[src/rtl/axis_ifg_shaper.sv]
// AXI-Stream register slice with a skid buffer, a programmable idle gap inserted after
// each packet, tkeep framing checks and downstream packet/byte counters.
module axis_ifg_shaper #(
  parameter int TDATA_WIDTH = 512,
  parameter int GAP_WIDTH   = 16,
  parameter int CNT_WIDTH   = 48
) (
  input  logic                       clk,
  input  logic                       rst,
  input  logic [TDATA_WIDTH-1:0]     s_axis_tdata,
  input  logic [TDATA_WIDTH/8-1:0]   s_axis_tkeep,
  input  logic                       s_axis_tlast,
  input  logic                       s_axis_tvalid,
  output logic                       s_axis_tready,
  output logic [TDATA_WIDTH-1:0]     m_axis_tdata,
  output logic [TDATA_WIDTH/8-1:0]   m_axis_tkeep,
  output logic                       m_axis_tlast,
  output logic                       m_axis_tvalid,
  input  logic                       m_axis_tready,
  input  logic [GAP_WIDTH-1:0]       gap_cycles,
  output logic [CNT_WIDTH-1:0]       pkt_count,
  output logic [CNT_WIDTH-1:0]       byte_count,
  output logic                       err_keep
);

  localparam int KEEP_WIDTH = TDATA_WIDTH / 8;
  localparam logic [GAP_WIDTH-1:0] GAP_ONE = {{(GAP_WIDTH-1){1'b0}}, 1'b1};

  typedef enum logic [0:0] {
    PASS = 1'b0,
    GAP  = 1'b1
  } state_t;

  function automatic logic [CNT_WIDTH-1:0] popcount(input logic [KEEP_WIDTH-1:0] keep);
    logic [CNT_WIDTH-1:0] n;
    n = {CNT_WIDTH{1'b0}};
    for (int i = 0; i < KEEP_WIDTH; i++) begin
      n = n + {{(CNT_WIDTH-1){1'b0}}, keep[i]};
    end
    return n;
  endfunction

  // A last beat must be a non-empty run of ones from the LSB; other beats must be full.
  function automatic logic keep_bad(input logic [KEEP_WIDTH-1:0] keep, input logic last);
    logic [KEEP_WIDTH-1:0] keep_inc;
    logic                  bad;
    keep_inc = keep + {{(KEEP_WIDTH-1){1'b0}}, 1'b1};
    if (!last) begin
      bad = (keep != {KEEP_WIDTH{1'b1}});
    end else begin
      bad = (keep == {KEEP_WIDTH{1'b0}}) || ((keep & keep_inc) != {KEEP_WIDTH{1'b0}});
    end
    return bad;
  endfunction

  state_t                  state_r;
  logic [GAP_WIDTH-1:0]    cnt_r;
  logic [TDATA_WIDTH-1:0]  m_data_r;
  logic [KEEP_WIDTH-1:0]   m_keep_r;
  logic                    m_last_r;
  logic                    m_valid_r;
  logic [TDATA_WIDTH-1:0]  skid_data_r;
  logic [KEEP_WIDTH-1:0]   skid_keep_r;
  logic                    skid_last_r;
  logic                    skid_valid_r;
  logic                    s_ready_r;
  logic [CNT_WIDTH-1:0]    pkt_count_r;
  logic [CNT_WIDTH-1:0]    byte_count_r;
  logic                    err_keep_r;

  logic m_hs_s;
  logic s_hs_s;
  logic gap_start_s;
  logic load_ok_s;
  logic out_free_s;
  logic take_skid_s;
  logic take_in_s;
  logic fill_skid_s;
  logic skid_valid_nxt_s;

  // Handshake decode and steering of the incoming beat between output and skid registers.
  always_comb begin
    m_hs_s      = m_valid_r & m_axis_tready;
    s_hs_s      = s_axis_tvalid & s_ready_r;
    gap_start_s = m_hs_s & m_last_r & (gap_cycles != {GAP_WIDTH{1'b0}});
    out_free_s  = ~m_valid_r | m_axis_tready;
    // In GAP the output may only be reloaded on the final gap cycle.
    if (state_r == PASS) begin
      load_ok_s = ~gap_start_s;
    end else begin
      load_ok_s = (cnt_r == GAP_ONE);
    end
    take_skid_s = out_free_s & load_ok_s & skid_valid_r;
    take_in_s   = out_free_s & load_ok_s & ~skid_valid_r & s_hs_s;
    fill_skid_s = s_hs_s & ~take_in_s;
    if (take_skid_s) begin
      skid_valid_nxt_s = 1'b0;
    end else begin
      skid_valid_nxt_s = skid_valid_r | fill_skid_s;
    end
  end

  // Gap FSM, datapath registers, counters and framing flag.
  always_ff @(posedge clk) begin
    if (rst) begin
      state_r      <= PASS;
      cnt_r        <= {GAP_WIDTH{1'b0}};
      m_data_r     <= {TDATA_WIDTH{1'b0}};
      m_keep_r     <= {KEEP_WIDTH{1'b0}};
      m_last_r     <= 1'b0;
      m_valid_r    <= 1'b0;
      skid_data_r  <= {TDATA_WIDTH{1'b0}};
      skid_keep_r  <= {KEEP_WIDTH{1'b0}};
      skid_last_r  <= 1'b0;
      skid_valid_r <= 1'b0;
      s_ready_r    <= 1'b0;
      pkt_count_r  <= {CNT_WIDTH{1'b0}};
      byte_count_r <= {CNT_WIDTH{1'b0}};
      err_keep_r   <= 1'b0;
    end else begin
      case (state_r)
        PASS: begin
          if (gap_start_s) begin
            state_r <= GAP;
            cnt_r   <= gap_cycles;
          end
        end
        GAP: begin
          if (cnt_r == GAP_ONE) begin
            state_r <= PASS;
          end
          cnt_r <= cnt_r - GAP_ONE;
        end
        default: begin
          state_r <= PASS;
          cnt_r   <= {GAP_WIDTH{1'b0}};
        end
      endcase

      if (take_skid_s) begin
        m_data_r  <= skid_data_r;
        m_keep_r  <= skid_keep_r;
        m_last_r  <= skid_last_r;
        m_valid_r <= 1'b1;
      end else if (take_in_s) begin
        m_data_r  <= s_axis_tdata;
        m_keep_r  <= s_axis_tkeep;
        m_last_r  <= s_axis_tlast;
        m_valid_r <= 1'b1;
      end else if (m_hs_s) begin
        m_valid_r <= 1'b0;
      end

      if (fill_skid_s) begin
        skid_data_r <= s_axis_tdata;
        skid_keep_r <= s_axis_tkeep;
        skid_last_r <= s_axis_tlast;
      end
      skid_valid_r <= skid_valid_nxt_s;
      s_ready_r    <= ~skid_valid_nxt_s;

      if (m_hs_s) begin
        byte_count_r <= byte_count_r + popcount(m_keep_r);
        pkt_count_r  <= pkt_count_r + {{(CNT_WIDTH-1){1'b0}}, m_last_r};
      end

      if (s_hs_s && keep_bad(s_axis_tkeep, s_axis_tlast)) begin
        err_keep_r <= 1'b1;
      end
    end
  end

  assign s_axis_tready = s_ready_r;
  assign m_axis_tdata  = m_data_r;
  assign m_axis_tkeep  = m_keep_r;
  assign m_axis_tlast  = m_last_r;
  assign m_axis_tvalid = m_valid_r;
  assign pkt_count     = pkt_count_r;
  assign byte_count    = byte_count_r;
  assign err_keep      = err_keep_r;

endmodule

[config.mk]
export PLATFORM = sky130hd
export DESIGN_NAME = axis_ifg_shaper
export DESIGN_NICKNAME = d
export VERILOG_FILES = /design/src/rtl/axis_ifg_shaper.sv
export SDC_FILE = /design/constraint.sdc
export NUM_CORES = 2
export LEC_CHECK = 0
export ABC_AREA = 1
export ABC_CLOCK_PERIOD_IN_PS = 16100
export CAP_MARGIN = 10
export CORE_AREA = 2 2 493 495
export DETAILED_ROUTE_END_ITERATION = 7
export DIE_AREA = 0 0 495 497
export SETUP_SLACK_MARGIN = 0.15
export SLEW_MARGIN = 20
export SYNTH_ARGS = -nofsm -noshare
export SYNTH_HDL_FRONTEND = slang
export SYNTH_SLANG_ARGS = --single-unit
[constraint.sdc]
create_clock -name clk -period 16.1 [get_ports clk]
set_input_delay 1.61 -clock clk [delete_from_list [all_inputs] [get_ports clk]]
set_output_delay 1.61 -clock clk [all_outputs]
set_load 0.02 [all_outputs]
==> run summary <==
The cell at the root of the clock tree was sky130_fd_sc_hd__clkbuf_16. The count of non-filler cells in the finished layout was 11029. The floorplan step set the die height to 497 µm. The detail-routed net length per standard cell came out at 22.38 µm.

After synthesis, the mean cell area works out to 7.731 µm². The worst hold path class was register to register. On the final layout, the worst clock skew is 0.04280 ns. Row generation in the floorplan step produced 180 rows. The count of filler cells inserted in the layout is 25449, and the clock network latency to the later pin of the worst-skew pair is 0.82 ns.

At the pin with the least slew margin, the transition time is 1.224 ns. The cell area that synthesis handed to floorplanning was 52090 µm². The smallest clock period supported by the final layout is computed as 7.238 ns. The tools report the final weighted congestion in routability-driven placement as 0.9470. The first detailed-routing pass took 6 iterations. Total placed instance area: 66860 µm². The tools report the count of maximum capacitance violations as 0. TritonCTS built the clock tree.

The H-tree was split into 4 levels. The run gives 0 as the total setup violations reported at the end of the flow. For this run, the total global-route usage over all layers was measured as 18.99%.

Clock transition at the register clock pins on the worst setup and hold paths after CTS: 0.06 ns. Dividing the detail-routed via count by the number of cells gives 4.813. The ratio of cells with drive above 1 in the final layout works out to 4.229%. After layout, the worst path uses 44.96% of the clock period.

For the full die area, the log shows 246000 µm². Counting along the longest clock path gives a buffer depth of 3. The number of antenna violations at the first check in global routing is 91. The run gives 0 as the max-slew violation count. The critical path is of the register to register type. The total number of yosys warnings was 0; the placed instance count was 10714. The post-synthesis net count is 7422, and the detailed-placement wirelength estimate is 177.7 mm. The kind of start point of the critical path is a register.

Static timing analysis puts the maximum clock frequency at 0.1382 GHz. The tools report the leakage power total as 25.77 nW. The number of global-route vias before repair is 49707, and the portion of the post-synthesis area used by sequential elements is 48.85%.

The first routing iteration left 4958 violations. Count of instances resized after the clock tree is built: 0. Data arrives at the worst endpoint at 7.97 ns.

After detailed routing, the total wire length is 246.8 mm. The number of failing hold endpoints at the final stage was 0; the final layout net count was 8365. From synthesis to final layout, the design area changed by 38.72%. Once the floorplan was initialized, standard cells occupied 21.70% of the core.

Headroom to the max-slew limit came out at 18.43%. Along the worst path, the maximum fanout reaches 7. In this run, distinct cell masters in the synthesized netlist total 52. At the worst endpoint, the required time is 16.83 ns.

The run gives 0 as the number of buffers inserted to repair setup after CTS. The tools report the via count as 53088. The run finished with clean final reports.

For this design the top-level I/O count stands at 1273. The total non-filler cell area in the finished layout was 72260 µm². The element type at the critical path end is a register. The number of port buffers was 1272. Setup repair after global routing left no endpoint under its margin.

The total grt overflow came out at 0. After floorplanning, the core was sized to cover 240100 µm². For the final routed database, the setup TNS stands at 0 ns. The tools report the number of sinks driven by the clock tree as 1271.

Pin count of the biggest net entering global routing: 236. The floorplan die width works out to 495 µm. The clock buffer count from CTS came out at 150. Synthesis produced a netlist whose cell count is 6738. IR analysis of the VDD net gives a maximum drop of 0.1494 mV. The synthesized design contains 1271 register bits.

For the number of remaining DRC errors, the log shows 0. In this run the power density over the cells is 126.4 nW/µm². The tools report the global-route wire length before repair as 350.8 mm. The detail route stage leaves a number of antenna-violating nets equal to 0. For this design, the CTS-stage hold fixing added 0 buffers.
-- metrics by stage --
step / util [%] / hold slack, ns / worst slack, ns / power, mW
6_report: 30.10 / 0.4588 / 8.862 / 9.131
5_1_grt: 30.07 / 0.4923 / 8.540 / 9.546
4_1_cts: 30.05 / 0.4591 / 8.873 / 9.237
3_5_place_dp: 27.85 / 0.4505 / 8.954 / 5.552
3_3_place_gp: 27.85 / 0.4454 / 8.933 / 5.541
2_1_floorplan: - / 0.4554 / 9.625 / 4.623
-- state kept, by name (all words and copies together), names as in the netlist, 16 cells and up --
register      flops
skid_keep_r      64
byte_count       48
cnt_r            16
skid_data_r     512
pkt_count        48
m_axis_tkeep     64
m_axis_tdata    512
-- power breakdown --
part / internal [mW] / switching [mW]
Sequential: 3.31 / 0.110
Clock: 2.16 / 1.49
Combinational: 0.857 / 1.20
Total: 6.32 / 2.81
-- layer usage --
metal | GRT usage [%] | share of wire, % | vias up
met5 | 0 | 0.18 | -
met4 | 9.275 | 4.9 | 64
met3 | 6.445 | 9.9 | 434
met2 | 28.25 | 43 | 2157
met1 | 24.36 | 42 | 25283
li1 | - | - | 25150
-- final cells by class --
| cell class | count | area [µm²] | share of cell area, % |
|---|---|---|---|
| multi-input cells | 4684 | 23270 | 32.21 |
| flip-flops and latches | 1271 | 25440 | 35.21 |
| well taps | 3185 | 3985 | 5.515 |
| clock buffers | 218 | 4473 | 6.190 |
| clock inverters | 57 | 824.5 | 1.141 |
| repair buffers | 1318 | 13180 | 18.23 |
| inverters | 256 | 983.4 | 1.361 |
| diodes | 40 | 100.1 | 0.1385 |
-- cell families after synthesis --
family          Yosys count  share of synthesized area, %
fa+ha+maj                87                         2.897
simple gates           2065                         15.70
flops                  1271                         48.85
buf+inv                 783                         6.504
compound gates         2506                         25.62
xor+xnor                 26                        0.4372
-- synthesized netlist by cell type, drive strengths merged --
library cell / instances / area, µm²
o31ai: 1 / 7.510
dfxtp: 1271 / 25440
a41oi: 1 / 8.760
and2: 3 / 18.77
ha: 31 / 387.9
nand3: 62 / 332.8
a31oi: 7 / 43.79
nor3: 45 / 225.2
a41o: 1 / 10.01
clkbuf: 306 / 1149
buf: 221 / 1279
nand3b: 4 / 30.03
a21oi: 655 / 3289
a21boi: 3 / 22.52
a211oi: 1 / 7.510
nor3b: 3 / 27.52
o221ai: 1 / 8.760
xor2: 18 / 157.7
xnor2: 8 / 70.07
and3: 2 / 12.51
o21a: 5 / 37.54
o21bai: 1 / 7.510
inv: 253 / 949.7
fa: 56 / 1121
or2: 3 / 18.77
nor2: 1464 / 5535
nand4: 37 / 237.7
a21o: 2 / 15.01
o221a: 1 / 11.26
o211ai: 4 / 30.03
nor4: 17 / 137.6
o21ai: 1246 / 6236
nand2: 425 / 1600
clkinv: 3 / 11.26
o22ai: 577 / 3610
-- path summary, 6_finish.rpt --
| check | slack [ns] | cells after the start | to | from |
|---|---|---|---|---|
| max | 8.86 | 27 | byte_count[42] | m_axis_tkeep[47] |
| min | 0.46 | 2 | err_keep | err_keep |
| max reg2reg | 8.86 | 27 | byte_count[42] | m_axis_tkeep[47] |
| min reg2reg | 0.46 | 2 | err_keep | err_keep |
-- worst max-delay path, stage by stage, from the launching register on --
cell and delay (ns):
sky130_fd_sc_hd__dfxtp_1 0.35, sky130_fd_sc_hd__inv_1 0.07, sky130_fd_sc_hd__fa_1 0.56, sky130_fd_sc_hd__inv_1 0.06
sky130_fd_sc_hd__fa_1 0.48, sky130_fd_sc_hd__inv_1 0.05, sky130_fd_sc_hd__fa_1 0.50, sky130_fd_sc_hd__fa_1 0.62
sky130_fd_sc_hd__fa_1 0.45, sky130_fd_sc_hd__fa_1 0.56, sky130_fd_sc_hd__fa_1 0.45, sky130_fd_sc_hd__fa_1 0.47
sky130_fd_sc_hd__fa_1 0.39, sky130_fd_sc_hd__inv_1 0.10, sky130_fd_sc_hd__fa_1 0.20, sky130_fd_sc_hd__nand2_1 0.06
sky130_fd_sc_hd__nand2_1 0.06, sky130_fd_sc_hd__o21a_1 0.19, sky130_fd_sc_hd__a21boi_1 0.12, sky130_fd_sc_hd__o21ai_0 0.27
sky130_fd_sc_hd__nand2_1 0.08, sky130_fd_sc_hd__nand2_1 0.19, sky130_fd_sc_hd__nand2_1 0.21, sky130_fd_sc_hd__nor2_2 0.29
sky130_fd_sc_hd__nand3_1 0.13, sky130_fd_sc_hd__nand2_1 0.08, sky130_fd_sc_hd__nand2_1 0.04, sky130_fd_sc_hd__nor2_1 0.10
-- placed cells by master, fill, tap and decap left out, drive strengths merged, types with 56 or more instances in the layout --
| cell type | instances |
|---|---|
| nor2 | 1464 |
| dfxtp | 1271 |
| clkdlybuf4s50 | 1271 |
| o21ai | 1246 |
| a21oi | 655 |
| o22ai | 577 |
| nand2 | 425 |
| inv | 264 |
| clkbuf | 218 |
| nand3 | 62 |
| fa | 56 |
Power figures use the tool's default switching activity.
